$ cat config.mk
export PLATFORM = sky130hd
export DESIGN_NAME = truth_table_decoder
export DESIGN_NICKNAME = d
export VERILOG_FILES = /design/src/rtl/truth_table_decoder.sv
export SDC_FILE = /design/constraint.sdc
export NUM_CORES = 1
export LEC_CHECK = 0
export BUFFER_PORTS_ARGS = -buffer_cell sky130_fd_sc_hd__buf_4
export CAP_MARGIN = 20
export CORE_MARGIN = 5
export CORE_UTILIZATION = 30
export CTS_BUF_LIST = sky130_fd_sc_hd__clkbuf_8
export CTS_CLUSTER_SIZE = 10
export DETAILED_ROUTE_END_ITERATION = 10
export PLACE_DENSITY = 0.6
export SETUP_SLACK_MARGIN = 0.02
export SKIP_LAST_GASP = 1
export SLEW_MARGIN = 20
export SYNTH_ARGS = -nofsm -noshare
export SYNTH_HDL_FRONTEND = slang
export SYNTH_SLANG_ARGS = --single-unit
export TNS_END_PERCENT = 30
$ cat constraint.sdc
create_clock -name clk -period 4.2 [get_ports clk]
set_input_delay 0 -clock clk [delete_from_list [all_inputs] [get_ports clk]]
set_output_delay 0 -clock clk [all_outputs]
set_load 0.02 [all_outputs]
$ cat src/rtl/truth_table_decoder.sv
// Collects the four rows of a 2-input truth table in any order and presents the
// decoded minterm mask, its popcount and a single-term flag. Conflicting rows are rejected.
module truth_table_decoder #(
  parameter int ALLOW_DUP = 1
) (
  input  logic       clk,
  input  logic       rst_n,
  input  logic       clear,
  input  logic       in_valid,
  output logic       in_ready,
  input  logic       a,
  input  logic       b,
  input  logic       s,
  output logic       out_valid,
  input  logic       out_ready,
  output logic [3:0] minterms,
  output logic [2:0] ones_count,
  output logic       single_term,
  output logic       error
);

  localparam logic [1:0] COLLECT = 2'd0;
  localparam logic [1:0] DONE    = 2'd1;
  localparam logic [1:0] ERR     = 2'd2;

  logic [1:0] state;
  logic [3:0] seen;
  logic [3:0] value;
  logic [1:0] idx;
  logic [3:0] seen_nxt;
  logic       dup_bad;
  logic [2:0] pop;

  function automatic logic [2:0] popcount4(input logic [3:0] v);
    popcount4 = {2'b00, v[0]} + {2'b00, v[1]} + {2'b00, v[2]} + {2'b00, v[3]};
  endfunction

  assign idx      = {a, b};
  assign seen_nxt = seen | (4'b0001 << idx);
  // A revisited row is fatal if it disagrees, or if repeats are not tolerated at all.
  assign dup_bad  = (value[idx] != s) || (ALLOW_DUP == 0);

  always_ff @(posedge clk) begin
    if (!rst_n || clear) begin
      state <= COLLECT;
      seen  <= 4'b0000;
      value <= 4'b0000;
    end else begin
      case (state)
        COLLECT: begin
          if (in_valid) begin
            if (seen[idx]) begin
              if (dup_bad) state <= ERR;
            end else begin
              seen       <= seen_nxt;
              value[idx] <= s;
              if (&seen_nxt) state <= DONE;
            end
          end
        end
        DONE: begin
          if (out_ready) begin
            state <= COLLECT;
            seen  <= 4'b0000;
            value <= 4'b0000;
          end
        end
        ERR:     state <= ERR;
        default: state <= COLLECT;
      endcase
    end
  end

  assign pop         = popcount4(value);
  assign in_ready    = (state == COLLECT);
  assign out_valid   = (state == DONE);
  assign error       = (state == ERR);
  assign minterms    = out_valid ? value : 4'b0000;
  assign ones_count  = out_valid ? pop : 3'd0;
  assign single_term = out_valid && (pop == 3'd1);

endmodule

# Word level (Yosys, flattened, before mapping)
# Index checks and enable logic that the tools add are counted.
# word_totals
in_bits	8
elab_cells	50
reg_bits	10
output_inout_bits	11
# classes
mux	22
addsub	3
n_reduce_logical	9
magnitude_cmp	2
shifts	1
n_eq_ne	9
bitwise_logic	1
# ops
operator	n
two-way mux 4 bit	6
case mux 4 bit (2 select lines)	2
AND reduction 4 bit	3
two-way mux 2 bit	5
case mux 2 bit (3 select lines)	1
binary-select mux 1 bit (select 2 bit)	2
bitwise mux 4 bit	1
!= test 2 bit (second input constant)	2
bitwise OR 4 bit	1
<< shifter 1 x 2 -> 4 bit (first input constant)	1
adder 2 x 1 -> 3 bit	1
adder 3 x 1 -> 3 bit	1
== test 3 x 1 -> 1 bit (second input constant)	1
< comparator 2 x 3 -> 1 bit (second input constant)	1
two-way mux 1 bit	3
two-way mux 3 bit	1
!= test 3 x 1 -> 1 bit (second input constant)	1
!= test 3 bit (second input constant)	1
adder 1 x 1 -> 2 bit	1
demux 1 bit (select 2 bit)	1
== test 2 x 1 -> 1 bit (second input constant)	1
== test 2 bit (second input constant)	1
greater-or-equal comparator 2 x 1 -> 1 bit (second input constant)	1
logical AND 1 bit	2
other kinds (6)	6

# Longest topological paths before layout
# Gate-level depths: netlist (run 1).
# depth
ltp_word	8
ltp_mapped	6
depth_no_buf	6

# Worst setup path before layout (run 1)
# Ideal clock, no wire load.
# synth_timing
path_type	reg2out
start	reg value[0]
end	out single_term
required_time_ps	4200
path_slack_ps	2203
n_path_buf	0
stages_incl_launch_ff	7
arrival_ps	1997
path_cell_list	dfxtp_1 -> inv_1 -> fa_1 -> inv_1 -> ha_1 -> and2_1 -> nor3b_1
# synth_between
elab_chain_cells	5
# synth_rtl
item	line_no	source
start, declared	28	logic [3:0] value;
start signal, assigned by index	56	value[idx] <= s;
adder 1 x 1 -> 2 bit	35	popcount4 = {2'b00, v[0]} + {2'b00, v[1]} + {2'b00, v[2]} + {2'b00, v[3]};
adder 2 x 1 -> 3 bit	35	
adder 3 x 1 -> 3 bit	35	
== test 3 x 1 -> 1 bit	80	assign single_term = out_valid && (pop == 3'd1);
logical AND 1 bit	80	
end, declared	18	output logic single_term,
# No other way between the ends.

# Final worst setup path (run 1)
# Ends and elaborated chain as after synthesis.

==> out/metrics.csv, run 1 <==
stage,metric,value,unit
status,status,"finished, final reports clean",
placement,post_dp_cell_area,850.8,sq um
floorplan,boundaryPins,19,
floorplan,core_region_area,2233,sq um
pwr,powerDensity,268.0,nW/um^2
timing,hold_viol_final,0,
yosys,synth_area,704.4,sq um
placement,portBuffers,18,
yosys,async_reset_ff_frac,0,
route,dr.pass1.iters,3,
placement,placedCellCount,124,
yosys,synth_edf_count,0,
pwr,total_power,0.2455,mW
yosys,synth_cells,81,
layout,fin_cells,129,
clock_network,clk_pin_slew_worst_paths,0.05,ns
global_route,grt_pass1_wl,2884,um
layout,syn2layout_area_growth,30.02,%
route,wl_per_cell,12.57,um
timing,finalSetupTns,0,ns
route,vias,621,
layout,final_area,915.9,sq um
yosys,ys_ff_latch,10,
layout,layout-drive-gt1-share,0.2574,
floorplan,start_util,0.3154,
critical_path,worst_ep_arrival_time,2.05,ns
timing,fin_worst_skew,0.006360,ns
placement,pre_cts_slack,2.403,ns
global_route,grt_max_degree,11,
pwr,leakage,0.3972,nW
clock_network,h-tree-depth,1,
timing,setup_viol,0,
job,maxCapViolations,0,
timing,period_needed,2.045,ns
critical_path,crit_required,4.20,ns
clock_network,root_buffer,clkbuf_8,
critical_path,cp-end-kind,output port,
clock_network,postCtsSetupBuffers,0,
global_route,grtUsageTotal,0.1099,
clock_network,ctsResizeCount,0,
global_route,overflow,0,
yosys,synth_area_leaders,"dfxtp_1 (28%), mux2i_1 (13%), and2_1 (6.2%), nand2_1 (4.8%), o21a_1 (4.3%)",
min_path,hold_class,in2reg,
global_route,grt_pass1_vias,665,
route,detail_route.iter0.violations,11,
clock_network,cts_tree,done,
layout,nets,113,
timing,setup_ws,2.155,ns
critical_path,crit_type,reg2out,
timing,max_freq,488.9,MHz
yosys,syn-num-nets,92,
floorplan,die_y,58.46,um
clock_network,clockBufferDepth,2,
floorplan,rows,17,
layout,antenna_cells,0,
route,post-route-drc-count,0,
yosys,synthDistinctLibCells,30,
timing,slew_violations,0,
yosys,yosysTopAreaCell,dfxtp_1,
floorplan,die_area,3417,sq um
clock_network,cts_sinks,10,
route,antenna_left,0,
layout,mostFrequentLayoutCells,"buf_4 (18), dfxtp_1 (10), mux2i_1 (9), nand2_1 (9), and2_1 (7)",
timing,rsz0062_at_grt,false,
clock_network,clock_latency,0.24,ns
floorplan,die_width,58.46,um
route,via_per_inst,4.814,
global_route,antenna_found_initial,0,
clock_network,cts-buffers-inserted,3,
yosys,netlist.area_leader.share,0.2842,
yosys,avgSynthCellArea,8.697,sq um
yosys,yosysWarnings,0,
critical_path,r2r-start,state[0]$_SDFFE_PP0P_,
min_path,hold_start,clear,
layout,fillers,236,
placement,routabilityCongestion,0.7639,
pwr,ir_drop,0.1599,mV
timing,slew-limit-headroom,0.6097,
timing,tightest_slew,0.5843,ns
yosys,ys_dominant_reg_cell,dfxtp_1,
layout,layout_commonest_cell,buf_4,
critical_path,crit_start,value[0]$_SDFFE_PP0P_,
critical_path,path_max_fanout,4,
timing,fin_crit_sh,0.4870,
placement,hpwl,1232,um
route,wl,1621,um
yosys,seq_area_frac_synth,0.2842,
critical_path,cp-start-kind,register,
report_power, final:
part           internal, mW  switching (mW)
clock                0.0824          0.0385
sequential           0.0966         0.00172
combinational        0.0133          0.0129
total                 0.192          0.0531
registers in the layout, indices dropped and copies added (netlist names):
signal / cells
value: 4
seen: 4
state: 2
final timing paths:
kind | slack, ns | cells past startpoint | endpoint
setup / recovery | 2.15 | 7 | single_term
hold / removal | 0.07 | 4 | state[1]$_SDFFE_PP0P_
setup reg to reg | 2.59 | 4 | value[1]$_SDFFE_PP0P_
hold reg to reg | 0.49 | 2 | value[1]$_SDFFE_PP0P_
synthesized netlist by cell type (3+ instances only):
cell / count
inv_1: 5
o21ai_0: 3
nor2_1: 3
nand2_1: 9
mux2i_1: 9
nor2b_1: 4
o21a_1: 4
nand2b_1: 3
dfxtp_1: 10
and2_1: 7
logic make-up (layout without fill, tap and decap cells):
logic type / Yosys count / after routing / share of synthesized area
and+or+nand+nor: 36 / 36 / 0.2807
AOI/OAI and AO/OA: 11 / 11 / 0.1048
buffers and inverters: 8 / 28 / 0.06039
DFF: 10 / 10 / 0.2842
adders and majority gates: 3 / 3 / 0.06394
xor gates and xnor gates: 2 / 2 / 0.02487
muxes: 11 / 11 / 0.1812
critical path, cell delays in order, from the launching register on:
cell and delay (ns):
dfxtp_1 0.36, inv_1 0.08, fa_1 0.53, inv_1 0.04
ha_1 0.17, ha_1 0.28, nor3b_1 0.19, buf_4 0.17
cell type report:
cell class	instances	area (sq um)	area share
clock buffer	4	55.05	0.06011
multi-input combinational	63	461.7	0.5041
inverter	5	18.77	0.02049
tap	28	35.03	0.03825
sequential	10	200.2	0.2186
timing repair buffer	19	145.1	0.1585
layer usage:
layer	GRT usage	routed length [um]
met2	0.1898	829
met1	0.1194	696
met5	0	0
met4	0.02980	10
met3	0.05263	84
metrics by stage:
stage               utilization  hold WS [ns]
detailed placement       0.3810        0.2414
CTS                      0.4101       0.06979
finish                   0.4101       0.06872
global route             0.4101       0.09455
floorplan                     -        0.1110
global placement         0.3810        0.2362
what timing repair did:
item,CTS,global route
hold buffers,1,0
endpoints found under the hold margin,1,0
endpoints found under the setup margin,0,0
Note: power is estimated with default switching activity, not from simulation.
==> run 2: changes to the inputs <==
==> constraint.sdc (replaced) <==
create_clock -name clk -period 2.1 [get_ports clk]
set_input_delay 0 -clock clk [delete_from_list [all_inputs] [get_ports clk]]
set_output_delay 0 -clock clk [all_outputs]
set_load 0.02 [all_outputs]
==> run 2 against run 1 <==
Sequential share of layout area is 0.37 points lower. Register-to-register slack worse by 2.0 ns. Sequential cell count stayed put. Cell count is 0.78% higher. Critical endpoint unchanged. Largest cell class unchanged.
==> out/metrics.csv, run 2 (synthesized netlist as in run 1, its figures left out) <==
stage,metric,value,unit,change
status,status,"finished, final reports clean",,
route,post-route-drc-count,0,,unchanged
timing,finalSetupTns,0,ns,unchanged
placement,pre_cts_slack,0.2856,ns,-2.117 ns
floorplan,start_util,0.3154,,unchanged
timing,hold_viol_final,0,,unchanged
layout,syn2layout_area_growth,33.93,%,
timing,setup_viol,0,,unchanged
pwr,seq_power_share,0.402,,about the same
route,antenna_left,0,,unchanged
route,via_per_inst,4.831,,+0.35%
pwr,comb_power_share,0.107,,about the same
pwr,leakage,0.4053,nW,+2.1%
layout,utilization,0.4224,,+0.01232
layout,final_area,943.4,sq um,+3.0%
layout,nets,114,,+0.88%
global_route,grt_pass1_vias,662,,-0.45%
route,dr.pass1.iters,4,,+1
timing,rsz0062_at_grt,false,,
clock_network,h-tree-depth,1,,unchanged
route,wl,1575,um,-2.8%
global_route,antenna_found_initial,0,,unchanged
floorplan,boundaryPins,19,,unchanged
timing,period_needed,1.947,ns,
layout,largestRegisters,"seen: 4 flops, value: 4 flops, state: 2 flops",,
placement,routabilityCongestion,0.7649,,+0.13%
timing,setup_ws,0.1525,ns,-2.002 ns
min_path,hold_class,in2reg,,
pwr,powerDensity,518.6,nW/um^2,+94%
route,vias,628,,+1.1%
clock_network,cts_tree,done,,
floorplan,die_width,58.46,um,unchanged
critical_path,path_max_fanout,4,,unchanged
clock_network,clock_latency,0.24,ns,about the same
layout,mostFrequentLayoutCells,"buf_4 (19), mux2i_1 (9), nand2_1 (9)",,
timing,slew_violations,0,,unchanged
critical_path,crit_required,2.10,ns,-2.10 ns
job,maxCapViolations,0,,unchanged
layout,fillers,221,,-6.4%
critical_path,r2r-start,state[1]$_SDFFE_PP0P_,,
clock_network,clockBufferDepth,2,,unchanged
placement,portBuffers,18,,unchanged
pwr,pwr-share-clk,0.491,,-0.002
min_path,hold_start,clear,,
critical_path,crit_type,reg2out,,
layout,layout_commonest_cell,buf_4,,
critical_path,crit_start,value[0]$_SDFFE_PP0P_,,
critical_path,worst_ep_arrival_time,1.95,ns,-0.10 ns
route,wl_per_cell,12.12,um,-3.6%
timing,fin_worst_skew,0.004307,ns,-0.002052 ns
timing,slew-limit-headroom,0.7253,,+0.1157
placement,hpwl,1212,um,-1.6%
pwr,total_power,0.4893,mW,+99%
floorplan,core_region_area,2233,sq um,unchanged
timing,tightest_slew,0.4120,ns,-0.1723 ns
critical_path,cp-end-kind,output port,,
floorplan,rows,17,,unchanged
layout,ff_latch_area,202.7,sq um,+1.2%
timing,fin_crit_sh,0.9274,,
route,detail_route.iter0.violations,8,,-3
layout,layout-drive-gt1-share,0.3039,,+0.04650
pwr,p_switching,0.1045,mW,+97%
layout,multi_input_area,479.2,sq um,+3.8%
global_route,grt_max_degree,11,,unchanged
global_route,overflow,0,,unchanged
pwr,ir_drop,0.2975,mV,+86%
clock_network,clk_pin_slew_worst_paths,0.05,ns,about the same
global_route,grtUsageTotal,0.1011,,-0.008812
critical_path,cp-start-kind,register,,
pwr,swShare,0.2137,,-0.002748
timing,max_freq,513.5,MHz,
layout,antenna_cells,0,,unchanged
clock_network,cts-buffers-inserted,3,,unchanged
floorplan,die_area,3417,sq um,unchanged
global_route,grt_pass1_wl,2725,um,-5.5%
pwr,p_int,0.3847,mW,+100%
floorplan,die_y,58.46,um,unchanged
clock_network,root_buffer,clkbuf_8,,
placement,post_dp_cell_area,858.3,sq um,+0.88%
clock_network,cts_sinks,10,,unchanged
==> run 2: cell type report <==
class / instances / area share
well taps: 28 / 0.03714
flip-flops and latches: 10 / 0.2149
inverters: 5 / 0.01989
multi-input cells: 63 / 0.5080
repair buffers: 20 / 0.1618
clock buffers: 4 / 0.05836
==> run 2: worst paths after layout <==
| check | slack (ns) | depth (start not counted) | end |
|---|---|---|---|
| worst min-delay path | 0.08 | 4 | state[1]$_SDFFE_PP0P_ |
| worst max register to register | 0.62 | 5 | value[3]$_SDFFE_PP0P_ |
| worst max-delay path | 0.15 | 7 | single_term |
| worst min register to register | 0.47 | 2 | value[1]$_SDFFE_PP0P_ |
==> run 2: per-layer routing <==
metal | vias to the layer above | track usage | routed length [um]
met4 | 0 | 0.009934 | 0
met2 | 7 | 0.1850 | 850
li1 | 318 | - | -
met5 | - | 0 | 0
met3 | 0 | 0.03947 | 79
met1 | 303 | 0.1135 | 645
==> run 2: power by group through the flow <==
stage                     Combinational, mW  Clock (mW)  Sequential, mW
final                                0.0523       0.240           0.197
after global routing                 0.0575       0.257           0.197
after CTS                            0.0526       0.250           0.196
after detailed placement             0.0499           0           0.200
after global placement               0.0495           0           0.200
after floorplan                      0.0353           0           0.199
==> run 2: metrics by stage <==
step | hold slack, ns | cells
after CTS | 0.07734 | 130
final | 0.07593 | 130
after global placement | 0.2364 | 125
after floorplan | 0.1110 | 81
after detailed placement | 0.2427 | 125
after global routing | 0.1076 | 130
==> run 2: repair_timing <==
action                                 CTS  global route
hold buffers                             1             0
gates resized for setup                  0             4
buffers inserted                         0             0
setup endpoints to repair                0             1
endpoints found under the hold margin    1             0
==> run 2: critical path, cell delays in order, from the launching register on <==
cell	delay [ns]
dfxtp_2	0.34
inv_1	0.06
fa_1	0.53
inv_1	0.04
ha_1	0.20
ha_4	0.22
nor3b_2	0.16
buf_4	0.16
==> run 3: changes to the inputs <==
--- a/config.mk
+++ b/config.mk
@@ -8,11 +8,11 @@
 export BUFFER_PORTS_ARGS = -buffer_cell sky130_fd_sc_hd__buf_4
 export CAP_MARGIN = 20
 export CORE_MARGIN = 5
-export CORE_UTILIZATION = 30
+export CORE_UTILIZATION = 53
 export CTS_BUF_LIST = sky130_fd_sc_hd__clkbuf_8
 export CTS_CLUSTER_SIZE = 10
 export DETAILED_ROUTE_END_ITERATION = 10
-export PLACE_DENSITY = 0.6
+export PLACE_DENSITY = 0.89
 export SETUP_SLACK_MARGIN = 0.02
 export SKIP_LAST_GASP = 1
 export SLEW_MARGIN = 20
==> run 3 against run 2 <==
Combinational power is essentially flat. Largest power group unchanged. Count of clock-buffer cells in the layout is the same. Register-to-register slack gained 0.08 ns. Global-route usage grew 5.7 points. Power grew 1.3%. Non-clock buffer count grew 1. Clock power grew 3%. Die area shrank 37%. Largest cell class unchanged. Sequential share of layout area grew 0.096 points. Via count grew 1.4%.
==> out/metrics.csv, run 3 (synthesized netlist as in run 1, its figures left out) <==
stage,metric,value,unit,change
placement,portBuffers,18,,unchanged
clock_network,cts_tree,done,,
min_path,hold_class,in2reg,,
critical_path,cp-endpoint,single_term,,
timing,fin_crit_sh,0.9601,,+0.03271
timing,setup_ws,0.08385,ns,-0.06869 ns
layout,nets,115,,+0.88%
job,maxCapViolations,0,,unchanged
route,wl,1577,um,+0.13%
route,via_per_inst,5.398,,+12%
placement,routabilityCongestion,0.7833,,+2.4%
route,vias,637,,+1.4%
pwr,powerDensity,531.0,nW/um^2,+2.4%
floorplan,die_y,46.46,um,-21%
placement,post_dp_cell_area,842.1,sq um,-1.9%
layout,layout-drive-gt1-share,0.3010,,-0.002951
global_route,grt_max_degree,11,,unchanged
clock_network,h-tree-depth,1,,unchanged
route,post-route-drc-count,0,,unchanged
timing,max_freq,496.0,MHz,-3.4%
critical_path,path_max_fanout,4,,unchanged
clock_network,clockBufferDepth,2,,unchanged
critical_path,r2r-start,state[1]$_SDFFE_PP0P_,,
pwr,leakage,0.4103,nW,+1.2%
critical_path,rr_worst_depth,4,,-1
floorplan,die_width,46.46,um,-21%
timing,slew-limit-headroom,0.7266,,+0.001320
status,status,"finished, final reports clean",,
critical_path,crit_start,value[0]$_SDFFE_PP0P_,,
route,wl_per_cell,13.36,um,+10%
clock_network,clock_latency,0.24,ns,about the same
floorplan,start_util,0.5482,,+0.2328
global_route,overflow,0,,unchanged
placement,pre_cts_slack,0.2756,ns,-0.01006 ns
clock_network,clk_pin_slew_worst_paths,0.05,ns,about the same
timing,tightest_slew,0.4100,ns,-0.001980 ns
critical_path,r2r-end,value[2]$_SDFFE_PP0P_,,
floorplan,core_region_area,1285,sq um,-42%
pwr,ir_drop,0.4574,mV,+54%
timing,hold_viol_final,0,,unchanged
global_route,grt_pass1_vias,572,,-14%
layout,syn2layout_area_growth,32.50,%,
layout,mostFrequentLayoutCells,"buf_4 (20), mux2i_1 (9), nand2_1 (9), dfxtp_1 (9), and2_1 (7)",,
layout,antenna_cells,0,,unchanged
clock_network,root_buffer,clkbuf_8,,
route,dr.pass1.iters,4,,unchanged
pwr,p_int,0.3856,mW,+0.23%
pwr,swShare,0.2220,,+0.008360
layout,largestRegisters,"seen: 4 flops, value: 4 flops, state: 2 flops",,
timing,slew_violations,0,,unchanged
clock_network,cts_sinks,10,,unchanged
critical_path,crit_required,2.10,ns,about the same
critical_path,cp-end-kind,output port,,
critical_path,r2r_slack,0.70,ns,+0.08 ns
timing,period_needed,2.016,ns,+0.06869 ns
layout,layout_commonest_cell,buf_4,,
placement,hpwl,1168,um,-3.7%
critical_path,worst_ep_arrival_time,2.02,ns,+0.07 ns
timing,setup_viol,0,,unchanged
layout,final_area,933.4,sq um,-1.1%
timing,whs,0.06215,ns,-0.01378 ns
pwr,p_switching,0.1100,mW,+5.3%
route,detail_route.iter0.violations,5,,-3
critical_path,crit_type,reg2out,,
route,antenna_left,0,,unchanged
floorplan,rows,13,,-4
timing,fin_worst_skew,0.008443,ns,+0.004136 ns
global_route,grt_pass1_wl,2421,um,-11%
global_route,antenna_found_initial,0,,unchanged
pwr,total_power,0.4957,mW,+1.3%
critical_path,cp-start-kind,register,,
pwr,seq_power_share,0.397,,-0.005
pwr,comb_power_share,0.106,,about the same
floorplan,boundaryPins,19,,unchanged
floorplan,die_area,2158,sq um,-37%
global_route,grtUsageTotal,0.1578,,+0.05672
clock_network,cts-buffers-inserted,3,,unchanged
pwr,pwr-share-clk,0.497,,+0.006
==> run 3: changes by cell type in the layout (fill, tap and decap cells not counted), sizes merged <==
| cell | before | now |
|---|---|---|
| buf | 19 | 20 |
==> run 3: layer usage <==
metal | up-vias | GRT usage | wire, um
li1 | 320 | - | -
met1 | 299 | 0.1930 | 682
met2 | 16 | 0.2527 | 782
met3 | 2 | 0.05859 | 103
met4 | 0 | 0.05114 | 8
met5 | - | 0 | 0
==> run 3: how the worst min path moves through the flow <==
stage               from               endpoint  cells after the start
2_1_floorplan  out_ready  state[0]$_SDFFE_PP0P_                      1
3_3_place_gp   out_ready  state[0]$_SDFFE_PP0P_                      2
3_5_place_dp   out_ready  state[0]$_SDFFE_PP0P_                      2
4_1_cts            clear  state[1]$_SDFFE_PP0P_                      4
5_1_grt            clear  state[1]$_SDFFE_PP0P_                      4
6_report           clear  state[1]$_SDFFE_PP0P_                      4
==> run 3: area by class of cell <==
type,count,area (sq um)
repair buffers,21,160.2
clock buffers,4,55.05
multi-input cells,63,479.2
flip-flops and latches,10,201.4
inverters,5,18.77
well taps,15,18.77
fillers,92,351.6
==> run 3: what timing repair did <==
action / CTS / global route
endpoints found under the setup margin: 1 / 1
setup buffers: 0 / 1
pin swaps: 0 / 1
hold endpoints to repair: 1 / 0
hold buffers: 1 / 0
gates resized for setup: 1 / 2
==> run 3: stage by stage <==
step,cells,utilization,TNS (ns)
4_1_cts,117,0.7069,0
3_5_place_dp,112,0.6553,0
5_1_grt,118,0.7264,-0.04019
6_report,118,0.7264,0
3_3_place_gp,112,0.6553,0
2_1_floorplan,81,-,0
==> run 3: power groups by stage <==
stage	logic [mW]	registers [mW]	clock network, mW
final	0.0525	0.197	0.246
after global routing	0.0574	0.197	0.265
after CTS	0.0515	0.197	0.254
after detailed placement	0.0495	0.200	0
after global placement	0.0483	0.200	0
after floorplan	0.0353	0.199	0
==> run 3: worst max-delay path: stages, from the launching register on <==
cell,delay [ns]
dfxtp_2,0.35
inv_1,0.07
fa_1,0.55
inv_1,0.05
ha_1,0.28
and2_1,0.14
nor3b_2,0.17
buf_4,0.16
